$ cat src/rtl/calc_if.sv
// Bundle of the sequencer's switch/key inputs, ALU hookup and display/status outputs.
//   master : board/bench side (drives switches, keys and the ALU result back)
//   slave  : calc_sequencer side
//   sw, sw_func, key_next, key_clr   user inputs
//   alu_a, alu_b, alu_func           registered operands to the ALU
//   alu_result, alu_ovf              combinational ALU response
//   result_q, err_q                  captured result and overflow
//   disp_sel, step, done             display select, LED step code, SHOW flag
interface calc_if #(
  parameter int unsigned WIDTH = 6
) ();
  logic [WIDTH-1:0]   sw;
  logic [1:0]         sw_func;
  logic               key_next;
  logic               key_clr;
  logic [WIDTH-1:0]   alu_a;
  logic [WIDTH-1:0]   alu_b;
  logic [1:0]         alu_func;
  logic [2*WIDTH-1:0] alu_result;
  logic               alu_ovf;
  logic [2*WIDTH-1:0] result_q;
  logic               err_q;
  logic               disp_sel;
  logic [2:0]         step;
  logic               done;

  modport master (
    output sw, sw_func, key_next, key_clr, alu_result, alu_ovf,
    input  alu_a, alu_b, alu_func, result_q, err_q, disp_sel, step, done
  );

  modport slave (
    input  sw, sw_func, key_next, key_clr, alu_result, alu_ovf,
    output alu_a, alu_b, alu_func, result_q, err_q, disp_sel, step, done
  );
endinterface

$ cat src/rtl/calc_sequencer.sv
// Sequencing controller for the ALU/display datapath. One key press per step loads
// operand A, operand B and the function from shared switches, holds the operands on the
// ALU for EXEC_CYCLES, captures result/overflow, then alternates the display between
// operands and result every TOGGLE_CYCLES until the next press.
// Ports:
//   clk  rising-edge system clock
//   rst  synchronous active-high reset (priority over key_clr)
//   bus  calc_if.slave: switches/keys in, ALU operands out, ALU result in,
//        captured result, overflow, display select, step code and done out
module calc_sequencer #(
  parameter int unsigned WIDTH         = 6,
  parameter int unsigned EXEC_CYCLES   = 2,
  parameter int unsigned TOGGLE_CYCLES = 25000000
) (
  input logic   clk,
  input logic   rst,
  calc_if.slave bus
);

  localparam int unsigned ExecW = (EXEC_CYCLES > 1) ? $clog2(EXEC_CYCLES) : 1;
  localparam int unsigned TogW  = (TOGGLE_CYCLES > 1) ? $clog2(TOGGLE_CYCLES) : 1;
  localparam logic [ExecW-1:0] ExecLast = ExecW'(EXEC_CYCLES - 1);
  localparam logic [TogW-1:0]  TogLast  = TogW'(TOGGLE_CYCLES - 1);

  // Encoding doubles as the LED step code.
  typedef enum logic [2:0] {
    StLoadA = 3'd0,
    StLoadB = 3'd1,
    StLoadF = 3'd2,
    StExec  = 3'd3,
    StShow  = 3'd4
  } state_e;

  state_e             state_q, state_d;
  logic               key_next_q, key_next_d;
  logic [WIDTH-1:0]   alu_a_q, alu_a_d;
  logic [WIDTH-1:0]   alu_b_q, alu_b_d;
  logic [1:0]         alu_func_q, alu_func_d;
  logic [2*WIDTH-1:0] result_q, result_d;
  logic               err_q, err_d;
  logic               disp_sel_q, disp_sel_d;
  logic               done_q, done_d;
  logic [ExecW-1:0]   exec_cnt_q, exec_cnt_d;
  logic [TogW-1:0]    tog_cnt_q, tog_cnt_d;
  logic               press;

  assign press = bus.key_next & ~key_next_q;

  always_comb begin
    state_d    = state_q;
    key_next_d = bus.key_next;
    alu_a_d    = alu_a_q;
    alu_b_d    = alu_b_q;
    alu_func_d = alu_func_q;
    result_d   = result_q;
    err_d      = err_q;
    disp_sel_d = 1'b0;
    exec_cnt_d = exec_cnt_q;
    tog_cnt_d  = tog_cnt_q;

    unique case (state_q)
      StLoadA: begin
        if (press) begin
          alu_a_d = bus.sw;
          state_d = StLoadB;
        end
      end
      StLoadB: begin
        if (press) begin
          alu_b_d = bus.sw;
          state_d = StLoadF;
        end
      end
      StLoadF: begin
        if (press) begin
          alu_func_d = bus.sw_func;
          exec_cnt_d = '0;
          state_d    = StExec;
        end
      end
      StExec: begin
        // Presses here are dropped: key_next_q still tracks the key, so no edge survives.
        if (exec_cnt_q == ExecLast) begin
          result_d   = bus.alu_result;
          err_d      = bus.alu_ovf;
          tog_cnt_d  = '0;
          disp_sel_d = 1'b1;
          state_d    = StShow;
        end else begin
          exec_cnt_d = exec_cnt_q + 1'b1;
        end
      end
      StShow: begin
        if (press) begin
          state_d = StLoadA;
        end else if (tog_cnt_q == TogLast) begin
          tog_cnt_d  = '0;
          disp_sel_d = ~disp_sel_q;
        end else begin
          tog_cnt_d  = tog_cnt_q + 1'b1;
          disp_sel_d = disp_sel_q;
        end
      end
      default: state_d = StLoadA;
    endcase

    // Clear overrides everything above, including a press in the same cycle.
    if (bus.key_clr) begin
      state_d    = StLoadA;
      key_next_d = 1'b0;
      alu_a_d    = '0;
      alu_b_d    = '0;
      alu_func_d = '0;
      result_d   = '0;
      err_d      = 1'b0;
      disp_sel_d = 1'b0;
      exec_cnt_d = '0;
      tog_cnt_d  = '0;
    end

    done_d = (state_d == StShow);
  end

  always_ff @(posedge clk) begin
    if (rst) begin
      state_q    <= StLoadA;
      key_next_q <= 1'b0;
      alu_a_q    <= '0;
      alu_b_q    <= '0;
      alu_func_q <= '0;
      result_q   <= '0;
      err_q      <= 1'b0;
      disp_sel_q <= 1'b0;
      done_q     <= 1'b0;
      exec_cnt_q <= '0;
      tog_cnt_q  <= '0;
    end else begin
      state_q    <= state_d;
      key_next_q <= key_next_d;
      alu_a_q    <= alu_a_d;
      alu_b_q    <= alu_b_d;
      alu_func_q <= alu_func_d;
      result_q   <= result_d;
      err_q      <= err_d;
      disp_sel_q <= disp_sel_d;
      done_q     <= done_d;
      exec_cnt_q <= exec_cnt_d;
      tog_cnt_q  <= tog_cnt_d;
    end
  end

  assign bus.alu_a    = alu_a_q;
  assign bus.alu_b    = alu_b_q;
  assign bus.alu_func = alu_func_q;
  assign bus.result_q = result_q;
  assign bus.err_q    = err_q;
  assign bus.disp_sel = disp_sel_q;
  assign bus.done     = done_q;
  assign bus.step     = state_q;

endmodule

$ cat src/flat_wrapper.sv
// flat-port wrapper written by rule: the top's interface ports become plain ports
module calc_sequencer_flat 
#(
  parameter int unsigned WIDTH         = 6,
  parameter int unsigned EXEC_CYCLES   = 2,
  parameter int unsigned TOGGLE_CYCLES = 25000000
)
  (clk, rst, bus_sw, bus_sw_func, bus_key_next, bus_key_clr, bus_alu_result, bus_alu_ovf, bus_alu_a, bus_alu_b, bus_alu_func, bus_result_q, bus_err_q, bus_disp_sel, bus_step, bus_done);
  calc_if #(.WIDTH(WIDTH)) bus_i ();
  input logic clk;
  input logic rst;
  input wire logic [$bits(bus_i.sw)-1:0] bus_sw;
  input wire logic [$bits(bus_i.sw_func)-1:0] bus_sw_func;
  input wire logic [$bits(bus_i.key_next)-1:0] bus_key_next;
  input wire logic [$bits(bus_i.key_clr)-1:0] bus_key_clr;
  input wire logic [$bits(bus_i.alu_result)-1:0] bus_alu_result;
  input wire logic [$bits(bus_i.alu_ovf)-1:0] bus_alu_ovf;
  output wire logic [$bits(bus_i.alu_a)-1:0] bus_alu_a;
  output wire logic [$bits(bus_i.alu_b)-1:0] bus_alu_b;
  output wire logic [$bits(bus_i.alu_func)-1:0] bus_alu_func;
  output wire logic [$bits(bus_i.result_q)-1:0] bus_result_q;
  output wire logic [$bits(bus_i.err_q)-1:0] bus_err_q;
  output wire logic [$bits(bus_i.disp_sel)-1:0] bus_disp_sel;
  output wire logic [$bits(bus_i.step)-1:0] bus_step;
  output wire logic [$bits(bus_i.done)-1:0] bus_done;
  assign bus_i.sw = bus_sw;
  assign bus_i.sw_func = bus_sw_func;
  assign bus_i.key_next = bus_key_next;
  assign bus_i.key_clr = bus_key_clr;
  assign bus_i.alu_result = bus_alu_result;
  assign bus_i.alu_ovf = bus_alu_ovf;
  assign bus_alu_a = bus_i.alu_a;
  assign bus_alu_b = bus_i.alu_b;
  assign bus_alu_func = bus_i.alu_func;
  assign bus_result_q = bus_i.result_q;
  assign bus_err_q = bus_i.err_q;
  assign bus_disp_sel = bus_i.disp_sel;
  assign bus_step = bus_i.step;
  assign bus_done = bus_i.done;
  calc_sequencer #(.WIDTH(WIDTH), .EXEC_CYCLES(EXEC_CYCLES), .TOGGLE_CYCLES(TOGGLE_CYCLES)) u_core (.clk(clk), .rst(rst), .bus(bus_i));
endmodule
$ cat config.mk
export PLATFORM = sky130hd
export DESIGN_NAME = calc_sequencer_flat
export DESIGN_NICKNAME = d
export VERILOG_FILES = /design/src/rtl/calc_if.sv /design/src/rtl/calc_sequencer.sv /design/src/flat_wrapper.sv
export SDC_FILE = /design/constraint.sdc
export NUM_CORES = 1
export LEC_CHECK = 0
export BUFFER_PORTS_ARGS = -buffer_cell sky130_fd_sc_hd__buf_2
export CAP_MARGIN = 25
export CORE_ASPECT_RATIO = 1.1
export CORE_MARGIN = 5
export CORE_UTILIZATION = 30
export DETAILED_ROUTE_END_ITERATION = 12
export PLACE_DENSITY = 0.52
export SLEW_MARGIN = 20
export SYNTH_ARGS = -nofsm -noshare
export SYNTH_HDL_FRONTEND = slang
export SYNTH_SLANG_ARGS = --single-unit
$ cat constraint.sdc
create_clock -name clk -period 5 [get_ports clk]
set_input_delay 0.5 -clock clk [delete_from_list [all_inputs] [get_ports clk]]
set_output_delay 0.5 -clock clk [all_outputs]
set_load 0.01 [all_outputs]
==> run metrics, run 1 <==
Hold Fails Final Rpt=0; CTS Root Cell=clkbuf_8; clock skew=0.008407 ns; status=completed; initial antenna violation count=0; top-area cell type share of the netlist area=41.40%; maximum VDD drop=roughly 0.11 mV; clk sink count=59; worst-margin pin slew=between 0.9 and 1 ns; Crit path arrival time=2.69 ns; drt pass-1 iters=4; Clock transition at path regs=around 0.080 ns; Worst EP required=about 5.2 ns; die height=between 100 and 150 um; Gate Count Post-Synth=350; Post-DP HPWL=around 5300 um; Clock Latency Late Sink=between 0.3 and 0.4 ns; Yosys reg bits=59; post-synth top area cell=dfxtp_1; io pins=57; Area Growth Syn to Fin=16.67%; largest net degree at the start of global routing=approximately 50; Layout fillers=just under 1000; commonest cells in the netlist=59 x dfxtp_1, 50 x nand2_1, 44 x nand3_1; cell area power density=between 200 and 300 mW/mm2; crit-path max FO=19; Starting DRT DRC Count=roughly 140; syn nets=376; global route overflow=0; CP Capture Type=flop; Slew Limit Fails=0; PostCTS Resize Cnt=0; post-synth cell types=55; crit path launch type=flop; Setup TNS=0 ns; vias in the first global route=2610; CTS buffer count=9; Async S/R FF share, synth=0%; # hold bufs at CTS=0; Min-Delay Path Class=in -> reg; # rows=37; cell with the most instances after synthesis=dfxtp_1; via count=roughly 2700; Leak=~0.0012 uW; number of synthesized flops with an enable pin=0; first-pass GRT wire length=about 13000 um; htree depth=3; unrepaired setup endpoints after global routing=false; total die area=around 0.012 mm2; Setup violations, final=0; TritonCTS clock tree=yes; post-CTS setup buffers=0; antenna cell count=0; Cell Area, Synth=around 0.0029 mm2; fraction of layout cells with a size suffix above 1=~22%; Tmin final=roughly 2.5 ns; wire per inst=roughly 15 um; crit path kind=reg -> reg; MaxCap Viol Count=0; routed wire length=between 7000 and 8000 um; Placed Area=0.003134 mm2; GP Congestion=a little over 0.8; CP max stage delay=between 0.6 and 0.7 ns; Final Instance Area=~0.0033 mm2; sequential area share after synthesis=about two fifths; CP max stage cell=nand4b_1; PortBufs=56; # DRC=0; worst path cell trace=nand4b_1 > o21ai_2 > nand4_1 > xor2_1 > nor2_1; Layout Utilization=between 30% and 40%; area of the core=0.009305 mm2; Die X=roughly 100 um; GRT Util Overall=between 10% and 20%; Worst slew margin=35.46%; Final Cycle Share=between 40% and 50%; largest cells by area after synthesis=dfxtp_1 41%, nand3_1 7.7%, a21oi_1 7.0%; Final ANT Viol Nets=0; Layout Nets=between 400 and 500; f_max=approximately 0.40 GHz; clk buf depth=2; Mapped Avg Cell Area=slightly above 8 um2; dominant synthesized flop cell=dfxtp_1; yosys warns=0; Via-to-Cell Ratio=5.260; initial core utilization=30.66%
## worst max-delay path: cells and delay by family, from the launching register on
kind,cells,cell delay [ns]
xor+xnor,1,0.18
compound gates,1,0.61
flops,1,0.62
simple gates,3,0.93
## final timing paths
| path | start | endpoint | slack (ns) | depth (start not counted) |
|---|---|---|---|---|
| max reg2reg | u_core.bus.step[1] | u_core.tog_cnt_q[24] | 2.53 | 5 |
| min | bus_key_next | u_core.key_next_q | 0.40 | 2 |
| min reg2reg | u_core.bus.result_q[6] | u_core.bus.result_q[6] | 0.45 | 2 |
| max | u_core.bus.step[1] | u_core.tog_cnt_q[24] | 2.53 | 5 |
## cells in the final DEF (no fill, tap or decap), types with 3 or more instances in the layout
cell and n:
dfxtp_1 59, buf_2 56, nand2_1 50, nand3_1 44, a21oi_1 39, nand4_1 20
nor2_1 18, clkbuf_8 10, and3_1 8, nand4b_1 7, nor3_1 7, o21ai_0 6
or4_1 6, xor2_1 5, and4_1 4, nor2b_1 3, or3_1 3, o211ai_1 3
a2bb2oi_1 3, clkinvlp_4 3
## stage by stage
step	instances	total power (uW)	hold slack (ns)	setup slack, ns
4_1_cts	515	926.8	0.3871	2.511
6_report	516	912.2	0.3954	2.528
2_1_floorplan	350	509.1	0.4624	3.196
3_3_place_gp	499	526.3	0.4395	2.617
3_5_place_dp	499	526.4	0.4462	2.524
5_1_grt	516	950.0	0.3986	2.217
## per-layer routing
| metal | up-vias | wire length (um) | GRT usage [%] |
|---|---|---|---|
| li1 | 1373 | - | - |
| met2 | 75 | 3433 | 21.01 |
| met5 | - | 0 | 0 |
| met1 | 1264 | 3658 | 18.03 |
| met3 | 2 | 639 | 3.108 |
| met4 | 0 | 29 | 4.663 |
## power by group
part,leakage (uW),total (uW),internal [uW],switching [uW]
clock,0.0000843,397,192,205
sequential,0.000476,475,472,2.70
combinational,0.000680,39.7,14.1,25.6
total,0.00124,912,678,234
## registers in the layout, summed over array words and instances, names as in the netlist
register / flops
u_core.bus.alu_a: 6
u_core.bus.alu_b: 6
u_core.bus.alu_func: 2
u_core.bus.disp_sel: 1
u_core.bus.done: 1
u_core.bus.err_q: 1
u_core.bus.result_q: 12
u_core.bus.step: 3
u_core.exec_cnt_q: 1
u_core.key_next_q: 1
u_core.tog_cnt_q: 25
## layout make-up
type	count	area, um2	share of cell area [%]
clock buffers	10	137.6	4.135
clock inverters	6	41.29	1.241
multi-input cells	266	1519	45.64
flip-flops and latches	59	1181	35.49
well taps	117	146.4	4.398
repair buffers	58	302.8	9.098
## cells by family (layout without fill, tap and decap cells)
logic type	Yosys count	in the layout	synth area share (%)
compound gates	65	65	13.33
xor+xnor	5	5	1.535
fa+ha+maj	1	1	0.4385
buf+inv	25	74	5.482
flops	59	59	41.40
mux	2	2	0.7018
simple gates	193	193	37.11
Power figures use the tool's default switching activity.
==> run 2: changes to the inputs <==
--- a/config.mk
+++ b/config.mk
@@ -11,7 +11,7 @@
 export CORE_MARGIN = 5
 export CORE_UTILIZATION = 30
 export DETAILED_ROUTE_END_ITERATION = 12
-export PLACE_DENSITY = 0.52
+export PLACE_DENSITY = 0.53
 export SLEW_MARGIN = 20
 export SYNTH_ARGS = -nofsm -noshare
 export SYNTH_HDL_FRONTEND = slang
==> constraint.sdc (replaced) <==
create_clock -name clk -period 2.21 [get_ports clk]
set_input_delay 0.221 -clock clk [delete_from_list [all_inputs] [get_ports clk]]
set_output_delay 0.221 -clock clk [all_outputs]
set_load 0.01 [all_outputs]
==> run metrics, run 2 (synthesized netlist as in run 1, its figures left out) <==
status=completed; Tmin final=1.957 ns; TritonCTS clock tree=yes; # rows=37; Final Cycle Share=88.54%; Starting DRT DRC Count=roughly 150; RR Startpoint=u_core.tog_cnt_q[0]; MaxCap Viol Count=0; cell area power density=622.1 mW/mm2; io pins=57; Hold Path Cell Cnt=3; Reg power frac=around 50%; Final Instance Area=between 0.003 and 0.004 mm2; Final ANT Viol Nets=0; most frequent cells in the layout=59 x dfxtp_1, 56 x buf_2, 50 x nand2_1, 44 x nand3_1, 40 x a21oi_1; initial core utilization=about 31%; Setup violations, final=0; unrepaired setup endpoints after global routing=false; vias in the first global route=~2600; PostCTS Resize Cnt=0; Placed Area=~0.0033 mm2; crit-path max FO=11; area of the core=between 0.009 and 0.01 mm2; wire per inst=14.28 um; Logic pwr share=around 4.5%; worst setup path end=u_core.tog_cnt_q[14]; Worst slew margin=a little under two thirds; Clock transition at path regs=about 0.07 ns; clock skew=roughly 0.007 ns; initial antenna violation count=0; Critical Path Source=u_core.tog_cnt_q[0]; drt pass-1 iters=4; f_max=0.5111 GHz; htree depth=3; crit path launch type=flop; clk sink count=59; Slew Limit Fails=0; Layout Utilization=37.10%; Clk pwr share=roughly 46%; largest registers=u_core.tog_cnt_q x25, u_core.bus.result_q x12; die height=112.3 um; global route overflow=0; antenna cell count=0; Switching Power=496.1 uW; via count=roughly 2800; Setup TNS=0 ns; maximum VDD drop=0.2883 mV; post-CTS setup buffers=0; worst r2r path cells=7; Area Growth Syn to Fin=21.01%; Layout Nets=roughly 440; Hold WS=about 0.12 ns; first-pass GRT wire length=12430 um; Min-Delay Path Class=in -> reg; Post-DP HPWL=between 5000 and 6000 um; PortBufs=56; Clock Latency Late Sink=about 0.33 ns; # hold bufs at CTS=0; Top reg by flops=u_core.tog_cnt_q; GP Congestion=0.8122; # DRC=0; Die X=103.0 um; Via-to-Cell Ratio=between 5 and 6; largest net degree at the start of global routing=30; number of flip-flops in the largest register=25; GRT Util Overall=13.21%; P_int=between 1500 and 2000 uW; commonest non-fill, non-tap cell in the layout=dfxtp_1; Hold Fails Final Rpt=0; clk buf depth=2; Switching Fraction=approximately 23%; Leak=around 0.0013 uW; reg-to-reg endpoint=u_core.tog_cnt_q[14]; routed wire length=roughly 7600 um; Crit path arrival time=around 2.2 ns; CTS buffer count=9; worst-margin pin slew=0.5367 ns; r2r setup slk=0.25 ns; crit path kind=reg -> reg; CTS Root Cell=clkbuf_8; Worst EP required=2.41 ns; fraction of layout cells with a size suffix above 1=23.91%; total die area=0.01156 mm2; CP Capture Type=flop
[run 2: cell count changes in the layout (fill, tap and decap cells not counted), sizes merged]
cell,before,now
buf,58,73
clkbuf,10,11
clkinvlp,3,1
bufinv,0,1
[run 2: power groups by stage]
stage,Clock (uW),Sequential (uW),Combinational (uW)
2_1_floorplan,0,1100,52.9
3_3_place_gp,0,1100,97.6
3_5_place_dp,0,1100,97.5
4_1_cts,1010,1070,97.8
5_1_grt,1060,1070,107
6_report,978,1070,96.7
[run 2: worst min-delay path by stage]
| stage | startpoint | to | slack (ns) |
|---|---|---|---|
| 2_1_floorplan | bus_key_next | u_core.key_next_q | 0.34 |
| 3_3_place_gp | u_core.bus.result_q[1] | u_core.bus.result_q[1] | 0.44 |
| 3_5_place_dp | u_core.bus.alu_a[1] | u_core.bus.alu_a[1] | 0.45 |
| 4_1_cts | bus_alu_result[6] | u_core.bus.result_q[6] | 0.1 |
| 5_1_grt | bus_alu_result[10] | u_core.bus.result_q[10] | 0.11 |
| 6_report | bus_alu_result[10] | u_core.bus.result_q[10] | 0.12 |
[run 2: metal layers]
| layer | up-vias | track usage (%) | wire length [um] |
|---|---|---|---|
| met2 | 75 | 20.84 | 3525 |
| li1 | 1399 | - | - |
| met3 | 12 | 3.667 | 534 |
| met1 | 1319 | 17.05 | 3403 |
| met5 | - | 0 | 0 |
| met4 | 0 | 4.836 | 121 |
[run 2: final cells by class]
cell class | count | area, um2
clock buffers | 11 | 141.4
clock inverters | 5 | 52.55
fillers | 984 | 5853
multi-input cells | 266 | 1523
flip-flops and latches | 59 | 1181
well taps | 117 | 146.4
repair buffers | 73 | 407.9
[run 2: critical path: stages (launching register included)]
cell and delay, ns:
dfxtp_1 0.40, ha_1 0.24, and4_1 0.22, buf_4 0.15, nand3_1 0.13, nor2_2 0.36, a2bb2oi_1 0.24, a21oi_1 0.08
[run 2: stage by stage]
step                      power, uW  setup slack (ns)  instances
final                          2148            0.2534        531
after global routing           2244           0.09683        531
after CTS                      2181            0.1112        531
after detailed placement       1195            0.1376        515
after global placement         1195            0.1939        515
after floorplan                1152            0.4062        350
